--- src/rtl/pwr_phase_ctrl.sv ---
// Phase-angle firing controller: SPI-loaded shadow setpoints, copied to active on each SYNC edge.
// Define PWR_PHASE_WDOG_EN to compile in the sync-loss watchdog (trips when PC reaches MAXPER).
module pwr_phase_ctrl #(
  parameter int NCH    = 4,
  parameter int CW     = 16,
  parameter int PW     = 64,
  parameter int MAXPER = (1 << CW) - 1
) (
  input  logic           CLK,
  input  logic           RST_N,
  input  logic           SSEL,
  input  logic           SCK,
  input  logic           MOSI,
  output logic           MISO,
  input  logic           SYNC,
  output logic [NCH-1:0] BRN,
  output logic           STR,
  output logic           ERR
);

  localparam int FW   = 8 + CW;
  localparam int BCW  = $clog2(FW + 1);
  localparam int PWCW = $clog2(PW + 1);
  localparam logic [CW-1:0] PC_MAX = '1;

`ifdef PWR_PHASE_WDOG_EN
  localparam bit WD_EN = 1'b1;
`else
  localparam bit WD_EN = 1'b0;
`endif

  typedef enum logic [1:0] {IDLE, HDR, DATA, DONE} spi_state_t;

  spi_state_t     state;
  logic [2:0]     ssel_sr, sck_sr;
  logic [1:0]     mosi_sr;
  logic [BCW-1:0] bit_cnt;
  logic [FW-1:0]  frame_sr;
  logic [CW-1:0]  tx_sr;
  logic           overrun, frame_err;

  logic [CW-1:0]  sp_sh  [NCH];
  logic [CW-1:0]  sp_act [NCH];
  logic [NCH-1:0] mode_sh, mode_act;
  logic [PWCW-1:0] pw_cnt [NCH];
  logic [CW-1:0]  pc;
  logic           sync_q, wd_inh, wd_err;

  logic ssel_rise, ssel_fall, sck_rise, sck_fall, mosi_s;
  logic sync_rise, wd_hit, frame_ok;
  logic [6:0]    hdr_next;
  logic [7:0]    hdr_done;
  logic [CW-1:0] rd_val;

  assign ssel_rise = ssel_sr[1] & ~ssel_sr[2];
  assign ssel_fall = ~ssel_sr[1] & ssel_sr[2];
  assign sck_rise  = sck_sr[1] & ~sck_sr[2];
  assign sck_fall  = ~sck_sr[1] & sck_sr[2];
  assign mosi_s    = mosi_sr[1];

  // Header as it will look once the current (8th) header bit is shifted in.
  assign hdr_next = {frame_sr[5:0], mosi_s};
  assign hdr_done = frame_sr[FW-1:CW];
  assign frame_ok = ({1'b0, hdr_done[3:0]} < 5'(NCH)) && (hdr_done[6:5] == 2'b00);

  assign sync_rise = SYNC & ~sync_q;
  assign wd_hit    = WD_EN && (pc == CW'(MAXPER));
  assign ERR       = frame_err | wd_err;

  // NOTE: every variable written here gets a default first so no latch is inferred.
  always_comb begin
    rd_val = '0;
    for (int i = 0; i < NCH; i++) begin
      if (hdr_next[3:0] == 4'(i)) begin
        if (hdr_next[6:4] == 3'd0)      rd_val = sp_sh[i];
        else if (hdr_next[6:4] == 3'd1) rd_val = CW'(mode_sh[i]);
      end
    end
  end

  always_ff @(posedge CLK) begin
    if (!RST_N) begin
      // NOTE: SSEL sync resets low so a select still held low after reset never opens a frame.
      ssel_sr   <= '0;
      sck_sr    <= '0;
      mosi_sr   <= '0;
      state     <= IDLE;
      bit_cnt   <= '0;
      frame_sr  <= '0;
      tx_sr     <= '0;
      overrun   <= 1'b0;
      frame_err <= 1'b0;
      MISO      <= 1'b0;
      STR       <= 1'b1;
      mode_sh   <= '0;
      for (int i = 0; i < NCH; i++) sp_sh[i] <= PC_MAX;
    end else begin
      ssel_sr <= {ssel_sr[1:0], SSEL};
      sck_sr  <= {sck_sr[1:0], SCK};
      mosi_sr <= {mosi_sr[0], MOSI};
      STR     <= 1'b1;
      case (state)
        IDLE: if (ssel_fall) begin
          state   <= HDR;
          bit_cnt <= '0;
          overrun <= 1'b0;
        end
        HDR: if (ssel_rise) begin
          state     <= IDLE;
          frame_err <= 1'b1;
        end else if (sck_rise) begin
          frame_sr <= {frame_sr[FW-2:0], mosi_s};
          if (bit_cnt == BCW'(7)) begin
            state   <= DATA;
            bit_cnt <= '0;
            tx_sr   <= rd_val;
          end else begin
            bit_cnt <= bit_cnt + 1'b1;
          end
        end
        DATA: if (ssel_rise) begin
          state     <= IDLE;
          frame_err <= 1'b1;
          MISO      <= 1'b0;
        end else if (sck_fall) begin
          MISO  <= tx_sr[CW-1];
          tx_sr <= tx_sr << 1;
        end else if (sck_rise) begin
          frame_sr <= {frame_sr[FW-2:0], mosi_s};
          if (bit_cnt == BCW'(CW - 1)) begin
            state <= DONE;
            MISO  <= 1'b0;
          end else begin
            bit_cnt <= bit_cnt + 1'b1;
          end
        end
        DONE: if (ssel_rise) begin
          state <= IDLE;
          if (!overrun && frame_ok) begin
            STR <= 1'b0;
            if (!hdr_done[7]) begin
              for (int i = 0; i < NCH; i++) begin
                if (hdr_done[3:0] == 4'(i)) begin
                  if (hdr_done[4]) mode_sh[i] <= frame_sr[0];
                  else             sp_sh[i]   <= frame_sr[CW-1:0];
                end
              end
            end
          end else begin
            frame_err <= 1'b1;
          end
        end else if (sck_rise) begin
          overrun <= 1'b1;
        end
      endcase
    end
  end

  always_ff @(posedge CLK) begin
    if (!RST_N) begin
      sync_q   <= 1'b0;
      pc       <= '0;
      BRN      <= '0;
      wd_inh   <= 1'b0;
      wd_err   <= 1'b0;
      mode_act <= '0;
      for (int i = 0; i < NCH; i++) begin
        sp_act[i] <= PC_MAX;
        pw_cnt[i] <= '0;
      end
    end else begin
      sync_q <= SYNC;
      if (sync_rise) begin
        // NOTE: non-blocking copy reads the pre-edge shadow, so a write landing this cycle waits a period.
        pc       <= '0;
        BRN      <= '0;
        wd_inh   <= 1'b0;
        mode_act <= mode_sh;
        for (int i = 0; i < NCH; i++) sp_act[i] <= sp_sh[i];
      end else begin
        if (pc != PC_MAX) pc <= pc + 1'b1;
        if (wd_hit) begin
          wd_inh <= 1'b1;
          wd_err <= 1'b1;
        end
        for (int i = 0; i < NCH; i++) begin
          if (wd_hit || wd_inh) begin
            BRN[i] <= 1'b0;
          end else if (pc == sp_act[i] && sp_act[i] != PC_MAX) begin
            BRN[i]    <= 1'b1;
            pw_cnt[i] <= PWCW'(PW - 1);
          end else if (BRN[i] && mode_act[i]) begin
            if (pw_cnt[i] == '0) BRN[i]    <= 1'b0;
            else                 pw_cnt[i] <= pw_cnt[i] - 1'b1;
          end
        end
      end
    end
  end

endmodule

--- config.mk ---
export PLATFORM = sky130hd
export DESIGN_NAME = pwr_phase_ctrl
export DESIGN_NICKNAME = d
export VERILOG_FILES = /design/src/rtl/pwr_phase_ctrl.sv
export SDC_FILE = /design/constraint.sdc
export NUM_CORES = 1
export LEC_CHECK = 0
export CORE_MARGIN = 3
export CORE_UTILIZATION = 65
export DETAILED_ROUTE_END_ITERATION = 8
export HOLD_SLACK_MARGIN = 0.1
export MAX_ROUTING_LAYER = met4
export PLACE_DENSITY = 0.82
export SLEW_MARGIN = 30
export SYNTH_ARGS = -nofsm -noshare
export SYNTH_HDL_FRONTEND = slang
export SYNTH_SLANG_ARGS = --single-unit
--- constraint.sdc ---
create_clock -name CLK -period 10 [get_ports CLK]
set_clock_uncertainty 0.15 [all_clocks]
set_input_delay 1.5 -clock CLK [delete_from_list [all_inputs] [get_ports CLK]]
set_output_delay 1.5 -clock CLK [all_outputs]
set_load 0.01 [all_outputs]
==> metrics.md, run 1 <==
| Metric | Value |
|---|---|
| # rows | `48` |
| TritonCTS clock tree | `yes` |
| Fmax achieved | `247 MHz` |
| Nets | `1082` |
| Worst setup SP type | `input pin` |
| Drt total wl | `26200 um` |
| Setup Fix Bufs, Post-CTS | `0` |
| Final hold slack | `283 ps` |
| Final ANT Viol Nets | `0` |
| Via density | `6.26` |
| Clock share of power | `38.6%` |
| Sink Count | `244` |
| Max-slew violations | `0` |
| Number of global-route vias before repair | `7658` |
| WS Path Type | `input pin to flip-flop` |
| Hold Crit Class | `flip-flop to flip-flop` |
| Sw Pwr | `534 uW` |
| Netlist cell types | `66` |
| Pwr per Cell Area | `173 nW/um2` |
| Hold_buf cts | `0` |
| PortBufs | `12` |
| Most common cell after layout, fill and taps aside | `edfxtp_1` |
| Chip width | `140 um` |
| CTS clk-pin slew, worst paths | `60 ps` |
| First-pass GRT wire length | `42000 um` |
| Commonest cells after routing, fill and taps aside | `156 x edfxtp_1, 119 x nand2_1, 88 x dfxtp_1` |
| Worst IR Drop VDD | `0.181 mV` |
| Clock Latency Late Sink | `510 ps` |
| Relative slew slack | `33.4%` |
| Setup violators final | `0` |
| Max Buffers Root-to-Sink | `3` |
| Initial detailed-routing violation count | `803` |
| Sequential area share after synthesis | `55.0%` |
| Die area | `19700 um2` |
| Vias | `8155` |
| N_diodes | `0` |
| Crit path time final | `4060 ps` |
| Drt wl/cell | `20.1 um` |
| RSZ-0062 raised after global routing | `false` |
| LEAKAGE | `3.74 nW` |
| FF+latch count, synth | `244` |
| Internal Power | `1.66 mW` |
| H-Tree Level Count | `1` |
| Root Buffer | `clkbuf_16` |
| Ys async rst share | `0%` |
| Initial cell density of the core | `67.1%` |
| Required @ worst endpoint | `9990 ps` |
| Routability cong. | `0.891` |
| RR Startpoint | `state[0]` |
| Setup tns final | `0 ps` |
| Pin count of the biggest net entering global routing | `74` |
| Setup WS pre-CTS | `5440 ps` |
| Worst Path Arrival | `4050 ps` |
| Resized cells post-CTS | `0` |
| Status | `finished clean` |
| Switching power share of the total | `24.3%` |
| Period utilisation layout | `40.6%` |
| Worst slew pin tran | `993 ps` |
| Layout cell share with drive strength beyond 1 | `12.8%` |
| All-Layer GR Usage | `27.7%` |
| Initial antenna violation count | `0` |
| Setup ws final | `5940 ps` |
| Overflow after GRT | `0` |
| I/O pin total | `13` |
| Die Span Y | `140 um` |
| Setup crit start | `RST_N` |
| Mapped Cells | `1077` |
| Ys Warns | `0` |
| Number of flops mapped to enable cells by yosys | `156` |
| DRC | `0` |
| Logic pwr share | `9.8%` |
| Synthesized area per cell | `10.9 um2` |
| CTS Buf Count | `25` |
| Core area | `17500 um2` |
| Final Hold Vio Count | `0` |
| P&R area growth vs syn | `8.32%` |
| Synth Cell Area | `11700 um2` |
| Pre-antenna DRT Iters | `5` |
| Max-cap viol count | `0` |
| Synth Flop Type | `edfxtp_1` |
| CP endpoint kind | `flip-flop` |
| DP Wirelength | `18100 um` |
| Syn_nets | `1099` |
| HP Start | `sck_sr[0]` |
| Part of the power in registers | `51.6%` |
| Largest fanout on the critical path | `53` |
## cell families (layout without fill, tap and decap cells)
group | Yosys count | count (layout) | share of synthesized area, %
AND/OR/NAND/NOR | 422 | 422 | 20.1
AO/OA/AOI/OAI | 192 | 192 | 10.7
XOR/XNOR | 82 | 82 | 6.13
buffers and inverters | 84 | 85 | 2.83
flip-flops | 244 | 244 | 55.0
adder cells (fa/ha/maj) | 16 | 16 | 1.71
multiplexers | 37 | 37 | 3.53
## power groups by stage
stage / logic [mW] / registers [mW] / clock network (mW)
final: 0.214 / 1.13 / 0.848
after detailed placement: 0.211 / 1.15 / 0
after global placement: 0.207 / 1.15 / 0
after CTS: 0.211 / 1.13 / 0.858
after global routing: 0.239 / 1.14 / 0.901
after floorplan: 0.170 / 1.15 / 0
## synthesized netlist by cell type (all sizes together), types with 3 or more instances
cell type  instances  area (um2)
edfxtp           156        4680
nand2            119         447
dfxtp             88        1760
nand2b            72         450
xor2              70         613
or2               65         407
a21oi             57         285
clkbuf            53         203
o21ai             29         145
nand3             27         135
nand4             27         175
nor4              22         153
o22ai             22         138
o211ai            21         158
mux2i             20         200
a311oi            17         149
inv               17        63.8
nor3              17        90.1
ha                16         200
mux2              15         169
and2              14        87.6
buf               13        61.3
nor2              12        45.0
xnor2             12         105
o31ai              7        52.6
or4                7        56.3
a31oi              6        37.5
nand3b             6        45.0
nor4b              6        52.6
o21a               6        45.0
and4               5        43.8
a2111o             4        45.0
and3               4        25.0
nor2b              4        25.0
nor3b              4        30.0
or3                4        25.0
a211oi             3        22.5
a21boi             3        22.5
o211a              3        30.0
## state kept, by name (all words and copies together), names as in the netlist, 2 cells and up
name / cells
sp_act: 64
sp_sh: 64
pw_cnt: 28
frame_sr: 24
pc: 16
tx_sr: 16
bit_cnt: 5
BRN: 4
mode_act: 4
mode_sh: 4
sck_sr: 3
ssel_sr: 3
mosi_sr: 2
state: 2
## stage by stage
step	power, mW	area [um2]	util, %	std cells
after floorplan	1.32	11700	-	1077
after global placement	1.36	11900	68.4	1258
after detailed placement	1.37	12000	68.4	1258
after CTS	2.20	12700	72.6	1303
after global routing	2.28	12700	72.7	1303
final	2.20	12700	72.7	1303
## per-layer routing
metal	GRT usage (%)	share of wire (%)	up-vias
li1	-	-	3892
met1	37.3	42	3890
met2	43.4	48	300
met3	3.35	6.3	73
met4	10.8	3.9	0
met5	-	0	-
## critical path, cell delays in order
cell and delay [ps]:
clkdlybuf4s50_1 450, buf_4 380, inv_1 70, buf_4 320
nor2_1 160, buf_4 250, nand3_1 270, o211ai_1 610
## final timing paths
path                  endpoint  slack, ps  cells after the start
setup / recovery  pw_cnt[2][3]       5940                      8
hold / removal       sck_sr[1]        280                      1
setup reg to reg      tx_sr[4]       6670                      6
hold reg to reg      sck_sr[1]        280                      1
## final cells by class
cell class,instances,area (um2)
Sequential cell,244,6450
Clock inverter,14,86.3
Timing Repair Buffer,22,195
Multi-Input combinational cell,749,4980
Inverter,18,67.6
Tap cell,225,282
Fill cell,1200,4780
Clock buffer,31,648
Note: power is estimated with default switching activity, not from simulation.
==> inputs of run 2 (changes only) <==
--- a/config.mk
+++ b/config.mk
@@ -6,11 +6,11 @@
 export NUM_CORES = 1
 export LEC_CHECK = 0
 export CORE_MARGIN = 3
-export CORE_UTILIZATION = 65
+export CORE_UTILIZATION = 57
 export DETAILED_ROUTE_END_ITERATION = 8
 export HOLD_SLACK_MARGIN = 0.1
 export MAX_ROUTING_LAYER = met4
-export PLACE_DENSITY = 0.82
+export PLACE_DENSITY = 0.76
 export SLEW_MARGIN = 30
 export SYNTH_ARGS = -nofsm -noshare
 export SYNTH_HDL_FRONTEND = slang
==> constraint.sdc (replaced) <==
create_clock -name CLK -period 3.4 [get_ports CLK]
set_clock_uncertainty 0.15 [all_clocks]
set_input_delay 0.51 -clock CLK [delete_from_list [all_inputs] [get_ports CLK]]
set_output_delay 0.51 -clock CLK [all_outputs]
set_load 0.01 [all_outputs]
==> run 2 against run 1 <==
- combinational power rose to 3.2 times the previous value
- clock-buffer cell count unchanged
- highest routed layer unchanged
- critical path type is now flip-flop to flip-flop
- critical path depth down 3
==> metrics.md, run 2 (synthesis gave the netlist of run 1 again) <==
| Metric | Value |
|---|---|
| Period utilisation layout | `84.1%` |
| Largest fanout on the critical path | `16 (was 53)` |
| Root Buffer | `clkbuf_16 (unchanged)` |
| RR Startpoint | `state[1] (was state[0])` |
| Commonest cells after routing, fill and taps aside | `156 x edfxtp_1, 119 x nand2_1, 88 x dfxtp_1 (unchanged)` |
| Part of the power in registers | `48.6% (was 51.6%)` |
| Hold_buf cts | `0 (unchanged)` |
| Number of global-route vias before repair | `7943 (was 7658)` |
| Top delay family on crit path | `simple AND/OR/NAND/NOR gates (was buffers and inverters)` |
| Hold Crit Class | `flip-flop to flip-flop (unchanged)` |
| Pwr per Cell Area | `525 nW/um2 (was 173 nW/um2)` |
| P&R area growth vs syn | `11.5% (was 8.32%)` |
| Crit-path cells | `ha_1 > or4b_1 > nor3_1 > nand3_1 > or2_2 (was clkdlybuf4s50_1 > buf_4 > inv_1 > buf_4 > nor2_1 > buf_4 > nand3_1 > o211ai_1)` |
| N_diodes | `0 (unchanged)` |
| Sink Count | `244 (unchanged)` |
| RSZ-0062 raised after global routing | `false (unchanged)` |
| Max-slew violations | `0 (unchanged)` |
| I/O pin total | `13 (unchanged)` |
| H-Tree Level Count | `1 (unchanged)` |
| LEAKAGE | `3.92 nW (was 3.74 nW)` |
| Final Hold Vio Count | `0 (unchanged)` |
| Setup violators final | `0 (unchanged)` |
| Via density | `6.06 (was 6.26)` |
| Setup crit start | `state[1] (was RST_N)` |
| All-Layer GR Usage | `25.5% (was 27.7%)` |
| Worst setup SP type | `flip-flop (was input pin)` |
| Setup Fix Bufs, Post-CTS | `0 (unchanged)` |
| Internal Power | `5.19 mW (was 1.66 mW)` |
| TritonCTS clock tree | `yes (unchanged)` |
| Die Span Y | `149 um (was 140 um)` |
| Worst Path Buf+Inv | `0 (was 5)` |
| Worst Path Arrival | `3000 ps (was 4050 ps)` |
| Core area | `19800 um2 (was 17500 um2)` |
| Final ANT Viol Nets | `0 (unchanged)` |
| Pre-antenna DRT Iters | `6 (was 5)` |
| Fillers | `1514 (was 1200)` |
| First-pass GRT wire length | `43400 um (was 42000 um)` |
| Worst IR Drop VDD | `0.478 mV (was 0.181 mV)` |
| Initial detailed-routing violation count | `623 (was 803)` |
| Die area | `22300 um2 (was 19700 um2)` |
| Switching power share of the total | `24.3% (about the same)` |
| CTS clk-pin slew, worst paths | `60 ps (about the same)` |
| DRC | `0 (unchanged)` |
| Worst Reg-to-Reg Cells | `5 (was 6)` |
| Overflow after GRT | `0 (unchanged)` |
| CP endpoint kind | `flip-flop (unchanged)` |
| Routability cong. | `0.948 (was 0.891)` |
| Sw Pwr | `1.67 mW (was 534 uW)` |
| # rows | `51 (was 48)` |
| Pin count of the biggest net entering global routing | `59 (was 74)` |
| Reg2reg setup slack | `540 ps (was 6670 ps)` |
| Initial cell density of the core | `59.1% (was 67.1%)` |
| WS Path Type | `flip-flop to flip-flop (was input pin to flip-flop)` |
| Top flop regs | `sp_act (64), sp_sh (64), pw_cnt (28) (unchanged)` |
| Initial antenna violation count | `0 (unchanged)` |
| Most common cell after layout, fill and taps aside | `edfxtp_1 (unchanged)` |
| Relative slew slack | `39.1% (was 33.4%)` |
| Vias | `8286 (was 8155)` |
| PortBufs | `12 (unchanged)` |
| Chip width | `149 um (was 140 um)` |
| Clock share of power | `41.4% (was 38.6%)` |
| Final hold slack | `285 ps (was 283 ps)` |
| Max-cap viol count | `0 (unchanged)` |
| Required @ worst endpoint | `3540 ps (was 9990 ps)` |
| Max Buffers Root-to-Sink | `3 (unchanged)` |
| Nets | `1105 (was 1082)` |
| Critical R2R Capture | `sp_sh[0][11] (was tx_sr[4])` |
| Clock Latency Late Sink | `540 ps (was 510 ps)` |
| CP max stage cell | `or4b_1 (was o211ai_1)` |
| Logic pwr share | `9.9% (was 9.8%)` |
| Crit path time final | `2860 ps` |
| CTS Buf Count | `26 (was 25)` |
| Max incr delay on CP | `520 ps (was 610 ps)` |
| Resized cells post-CTS | `0 (unchanged)` |
| Layout cell share with drive strength beyond 1 | `15.0% (was 12.8%)` |
| Status | `finished clean (unchanged)` |
| DP Wirelength | `19300 um (was 18100 um)` |
| Crit path depth | `5 (was 8)` |
| Drt wl/cell | `19.9 um (was 20.1 um)` |
| Worst slew pin tran | `911 ps (was 993 ps)` |
| Critical path endpoint | `sp_sh[0][11] (was pw_cnt[2][3])` |
| Setup tns final | `0 ps (unchanged)` |
| Drt total wl | `27200 um (was 26200 um)` |
| Fmax achieved | `350 MHz` |
==> run 2: worst register-to-register path, cell delays in order (launching register included) <==
cell	delay, ps
dfxtp_1	400
ha_1	260
or4b_1	520
nor3_1	330
nand3_1	480
or2_2	470
==> run 2: layer usage <==
metal	track usage (%)	wire (um)
met5	-	0
met4	9.75	1110
met3	3.60	1500
met2	38.4	12400
met1	35.6	12200
==> run 2: worst min-delay path by stage <==
stage	startpoint	slack, ps	cells after the start	to
floorplan	mosi_sr[0]	260	1	mosi_sr[1]
global placement	sck_sr[0]	270	1	sck_sr[1]
detailed placement	mosi_sr[0]	270	1	mosi_sr[1]
CTS	sck_sr[0]	290	1	sck_sr[1]
global route	mosi_sr[0]	290	1	mosi_sr[1]
finish	sck_sr[0]	280	1	sck_sr[1]
==> run 2: area by class of cell <==
class                           instances  area [um2]  area share, %
Clock buffer                           31         689           5.27
Clock inverter                         17         184           1.41
Inverter                               18        67.6          0.517
Multi-Input combinational cell        749        4970           38.0
Sequential cell                       244        6450           49.3
Tap cell                              265         332           2.54
Timing Repair Buffer                   44         385           2.95
==> run 2: per-stage QoR <==
step                      power [mW]  worst slack (ps)  instance area [um2]  cells  utilization (%)
after global placement          4.05               457                12200   1320             61.4
after CTS                       6.89               553                13100   1368             65.9
after detailed placement        4.07               491                12200   1320             61.5
after floorplan                 3.88              15.6                11700   1077                -
after global routing            7.10               339                13100   1368             65.9
final                           6.86               541                13100   1368             65.9
==> run 2: power groups by stage <==
stage	sequential, mW	clock, mW	combinational [mW]
5_1_grt	3.35	3.00	0.754
6_report	3.33	2.84	0.682
2_1_floorplan	3.38	0	0.501
3_5_place_dp	3.39	0	0.678
3_3_place_gp	3.39	0	0.665
4_1_cts	3.33	2.87	0.681
==> RTL change 1: new RTL, flow settings as in run 2 <==
The localparam `WD_EN` goes from 1'b0 to 1'b1.
--- a/src/rtl/pwr_phase_ctrl.sv
+++ b/src/rtl/pwr_phase_ctrl.sv
@@ -28,3 +28,3 @@
 `else
-  localparam bit WD_EN = 1'b0;
+  localparam bit WD_EN = 1'b1;
 `endif
Check against the original RTL: same outputs for any inputs over 4 cycles, from zero or initial values and one cycle with RST_N low; that may be too few to reach the edited logic, so the function may still have changed.
==> RTL change 1 against run 2 <==
- area after synthesis is 0.92% lower
- design area down 1.4%
- sequential cell count increased by 2
- largest cell class unchanged
- wire length fell by 6.4%
- total power decreased by 3.8%
- worst setup slack gained 0.11 ns
- synthesized cell count fell by 1.6%
- critical path depth is 1 higher
- highest routed layer unchanged
==> RTL change 1: results (changes against run 2) <==
[place]
dp_cells = 1301  ; -1.4%
place.gp.congestion = 0.839  ; -12%
postPlaceCellArea_sq_um = 12000  ; -1.6%
hpwlAfterDp_mm = 17.9  ; -7.4%

[finish]
seq_cell_count = 246  ; +0.82%
seq_share_pct = 50.3  ; +1.0 points
n_all_buffers = 37  ; -16%
final-clk-cell-share_pct = 6.79  ; +0.10 points
drive_gt1_share_pct = 8.95  ; -6.0 points
nFillCells = 1496  ; -1.2%
multi_input_cells = 730  ; -2.5%
final_area_sq_um = 12900  ; -1.4%
final-nonclk-buf-share_pct = 2.46  ; -0.49 points

[synth]
yosys.area_share.xor_xnor_pct = 6.48  ; +0.36 points
synthAdderAreaFrac_pct = 1.72  ; +0.016 points
synth_compound_area_share_pct = 9.73  ; -0.99 points
muxShareOfSynthArea_pct = 3.21  ; -0.32 points
synth.distinct_cells = 61  ; -7.6%
syn_inst = 1060  ; -1.6%
yosys-top-cells-area = edfxtp_1, dfxtp_1, xnor2_1, nand2b_1, mux2i_1

[global_routing]
track_usage_pct = 23.9  ; -1.6 points
grt_max_degree = 84  ; +42%
grt_util_met3_pct = 2.77  ; -0.84 points
antenna_found_initial = 1  ; +1
met2_usage_pct = 38.6  ; +0.21 points

[worst_setup_path]
critical_path.max_fanout = 8  ; -8
regToRegSetupSlack_ns = 0.65  ; +0.11 ns
reg2reg_depth = 6  ; +1

[detailed_routing]
met1_length_mm = 11.2  ; -8.2%
wl_mm = 25.5  ; -6.4%
met2WireLength_mm = 12.1  ; -2.2%
met3WireLength_mm = 1.34  ; -10%
dr.first_iter.drc_count = 680  ; +9.1%

[worst_hold_path]
hold_depth = 2  ; +1

[outcome]
status = complete, no violations

[sta]
worst_pin_slew_ns = 0.898  ; -0.0128 ns
min_period_ns = 2.75  ; -0.114 ns

[floorplan]
die_x_um = 149  ; -0.44%

[pwr]
leakage_nw = 3.86  ; -1.3%
switching_share_pct = 22.3  ; -2.0 points

[clock_tree]
clkLatencyLatePin_ns = 0.52  ; -0.02 ns

==> RTL change 1: final timing paths <==
kind | startpoint | endpoint
min | RST_N | wd_err
max reg2reg | pc[0] | pw_cnt[1][4]
max | pc[0] | pw_cnt[1][4]
min reg2reg | sck_sr[0] | sck_sr[1]
==> RTL change 1: worst max-delay path, cell delays in order, from the launching register on <==
cell     delay, ns
dfxtp_1       0.48
ha_1          0.34
nand3_1       0.15
nor4_2        0.50
nor3_2        0.20
nand4_1       0.28
nand3_1       0.31
==> RTL change 1: power groups by stage <==
stage	Clock, mW	Sequential (mW)	Combinational (mW)
3_3_place_gp	0	3.38	0.414
3_5_place_dp	0	3.38	0.426
2_1_floorplan	0	3.36	0.331
4_1_cts	2.88	3.32	0.429
6_report	2.85	3.32	0.430
5_1_grt	3.00	3.33	0.483
==> RTL change 2: new RTL, flow settings as in run 2 <==
Without the edit above. The 4 states of `spi_state_t` get a one-hot encoding in 4 bits.
--- a/src/rtl/pwr_phase_ctrl.sv
+++ b/src/rtl/pwr_phase_ctrl.sv
@@ -31,3 +31,3 @@
 
-  typedef enum logic [1:0] {IDLE, HDR, DATA, DONE} spi_state_t;
+  typedef enum logic [3:0] {IDLE = 4'b0001, HDR = 4'b0010, DATA = 4'b0100, DONE = 4'b1000} spi_state_t;
 
Check against the original RTL: same outputs for any inputs over 4 cycles, from zero or initial values and one cycle with RST_N low; so few cycles prove little.
==> RTL change 2 against run 2 <==
- area after synthesis down 2.7%
- worst setup slack better by 0.19 ns
- non-clock buffer count down 11
- die area down 2.6%
- design area down 3.8%
- wire length down 8.2%
- sequential cell count up 2
- critical path type unchanged
- critical endpoint is now sp_sh[3][12]
Power is not compared: it rests on default switching activity, and its combinational part moved more than twofold at a synthesized area within 25%.
==> RTL change 2: results (changes against run 2) <==
[pwr]
leakage_nw = 3.78
pwr-share-clk_pct = 44.4
peakVddDrop_v = 0.000319
comb_cell_power_mw = 0.178
switchingPower_mw = 1.29

[detailed_routing]
first_pass_iters = 5  ; -1
dr.first_iter.drc_count = 777  ; +25%
drc = 0  ; unchanged
dr_total_vias = 7794  ; -5.9%
wl_per_cell_um = 19.3  ; -2.9%

[worst_setup_path]
critical_path.max_fanout = 19  ; +3
crit_family = simple AND/OR/NAND/NOR gates
crit_arrival_ns = 2.73  ; -0.27 ns
crit_slowest_cell = dfxtp_1
reg2reg_depth = 5  ; unchanged
cpPeakStageDelay_ns = 0.50  ; -0.02 ns

[finish]
reg_top3 = sp_act (64), sp_sh (64), pw_cnt (28)
nFillCells = 1511  ; -0.20%
n_antenna_cell = 0  ; unchanged
drive_gt1_share_pct = 8.75  ; -6.2 points
fin_cells = 1294  ; -5.4%

[synth]
synth_commonest_cells = edfxtp_1, dfxtp_1, nand2_1, nand2b_1, xnor2_1
yosys-top-cells-area = edfxtp_1, dfxtp_1, xnor2_1, nand2b_1, mux4_2
syn_nets = 1031  ; -6.2%
synth-edff-count = 156  ; unchanged
ys_warn_count = 0  ; unchanged
ys_seq_area_share_pct = 56.8  ; +1.9 points
synth.distinct_cells = 59  ; -11%
postSynth.asyncResetShare_pct = 0  ; unchanged
avgSynthCellArea_sq_um = 11.3  ; +3.4%

[worst_hold_path]
hp-class = flip-flop to flip-flop
hold_depth = 1  ; unchanged

[place]
port_buffers = 12  ; unchanged
place.gp.congestion = 0.847  ; -11%
hpwlAfterDp_mm = 16.9  ; -12%
dp_cells = 1246  ; -5.6%

[global_routing]
grt_pass1_vias = 7577  ; -4.6%
grt_pass1_wl_mm = 40.5  ; -6.8%
grt_max_degree = 85  ; +44%
antenna_found_initial = 0  ; unchanged
track_usage_pct = 23.9  ; -1.6 points

[clock_tree]
postCtsSetupBuffers = 0  ; unchanged
clkLatencyLatePin_ns = 0.53
cts.htree.levels = 1  ; unchanged
clockBufferDepth = 3  ; unchanged
hold_buffers = 0  ; unchanged
cts_resized = 0  ; unchanged
clk_pin_slew_ns = 0.06  ; about the same
root_buffer = clkbuf_16
cts_made_buffers = 26  ; unchanged

[outcome]
status = complete, no violations

[sta]
slew_headroom_pct = 46.4  ; +7.2 points

-- RTL change 2: final timing paths --
| check | start | endpoint | slack (ns) |
|---|---|---|---|
| setup / recovery | state[3] | sp_sh[3][12] | 0.73 |
| hold / removal | sck_sr[0] | sck_sr[1] | 0.28 |
| setup reg to reg | state[3] | sp_sh[3][12] | 0.73 |
| hold reg to reg | sck_sr[0] | sck_sr[1] | 0.28 |
-- RTL change 2: stage by stage --
stage	utilization [%]	worst slack, ns	cell area [sq um]	power, mW	hold WS [ns]
after detailed placement	60.0	0.729	11800	3.45	0.274
after CTS	64.2	0.705	12600	6.12	0.287
after global placement	60.0	0.781	11800	3.45	0.266
after floorplan	-	0.102	11400	3.40	0.262
final	64.2	0.734	12600	6.09	0.283
after global routing	64.2	0.467	12600	6.27	0.295
-- RTL change 2: layout make-up --
type	instances	area, sq um	share of cell area (%)
multi-input combinational	684	4570	36.3
timing repair buffer	33	303	2.41
tap	265	332	2.64
sequential	246	6490	51.6
clock buffer	39	772	6.14
inverter	18	67.6	0.537
clock inverter	9	46.3	0.368
-- RTL change 2: metal layers --
| metal | routed length [um] | share of wire, % | up-vias | GRT usage (%) |
|---|---|---|---|---|
| met5 | 0 | 0 | - | - |
| met4 | 792 | 3.2 | 0 | 7.36 |
| met3 | 1540 | 6.2 | 65 | 3.43 |
| met2 | 11800 | 47 | 281 | 37.5 |
| met1 | 10900 | 43 | 3773 | 32.9 |
| li1 | - | - | 3675 | - |
-- RTL change 2: kinds of logic after synthesis --
kind of cell	Yosys count	share of synthesized area, %
multiplexers	23	3.77
adder cells (fa/ha/maj)	11	1.21
buffers and inverters	84	3.15
AND/OR/NAND/NOR	406	20.4
XOR/XNOR	92	7.06
AO/OA/AOI/OAI	152	7.59
flip-flops	246	56.8
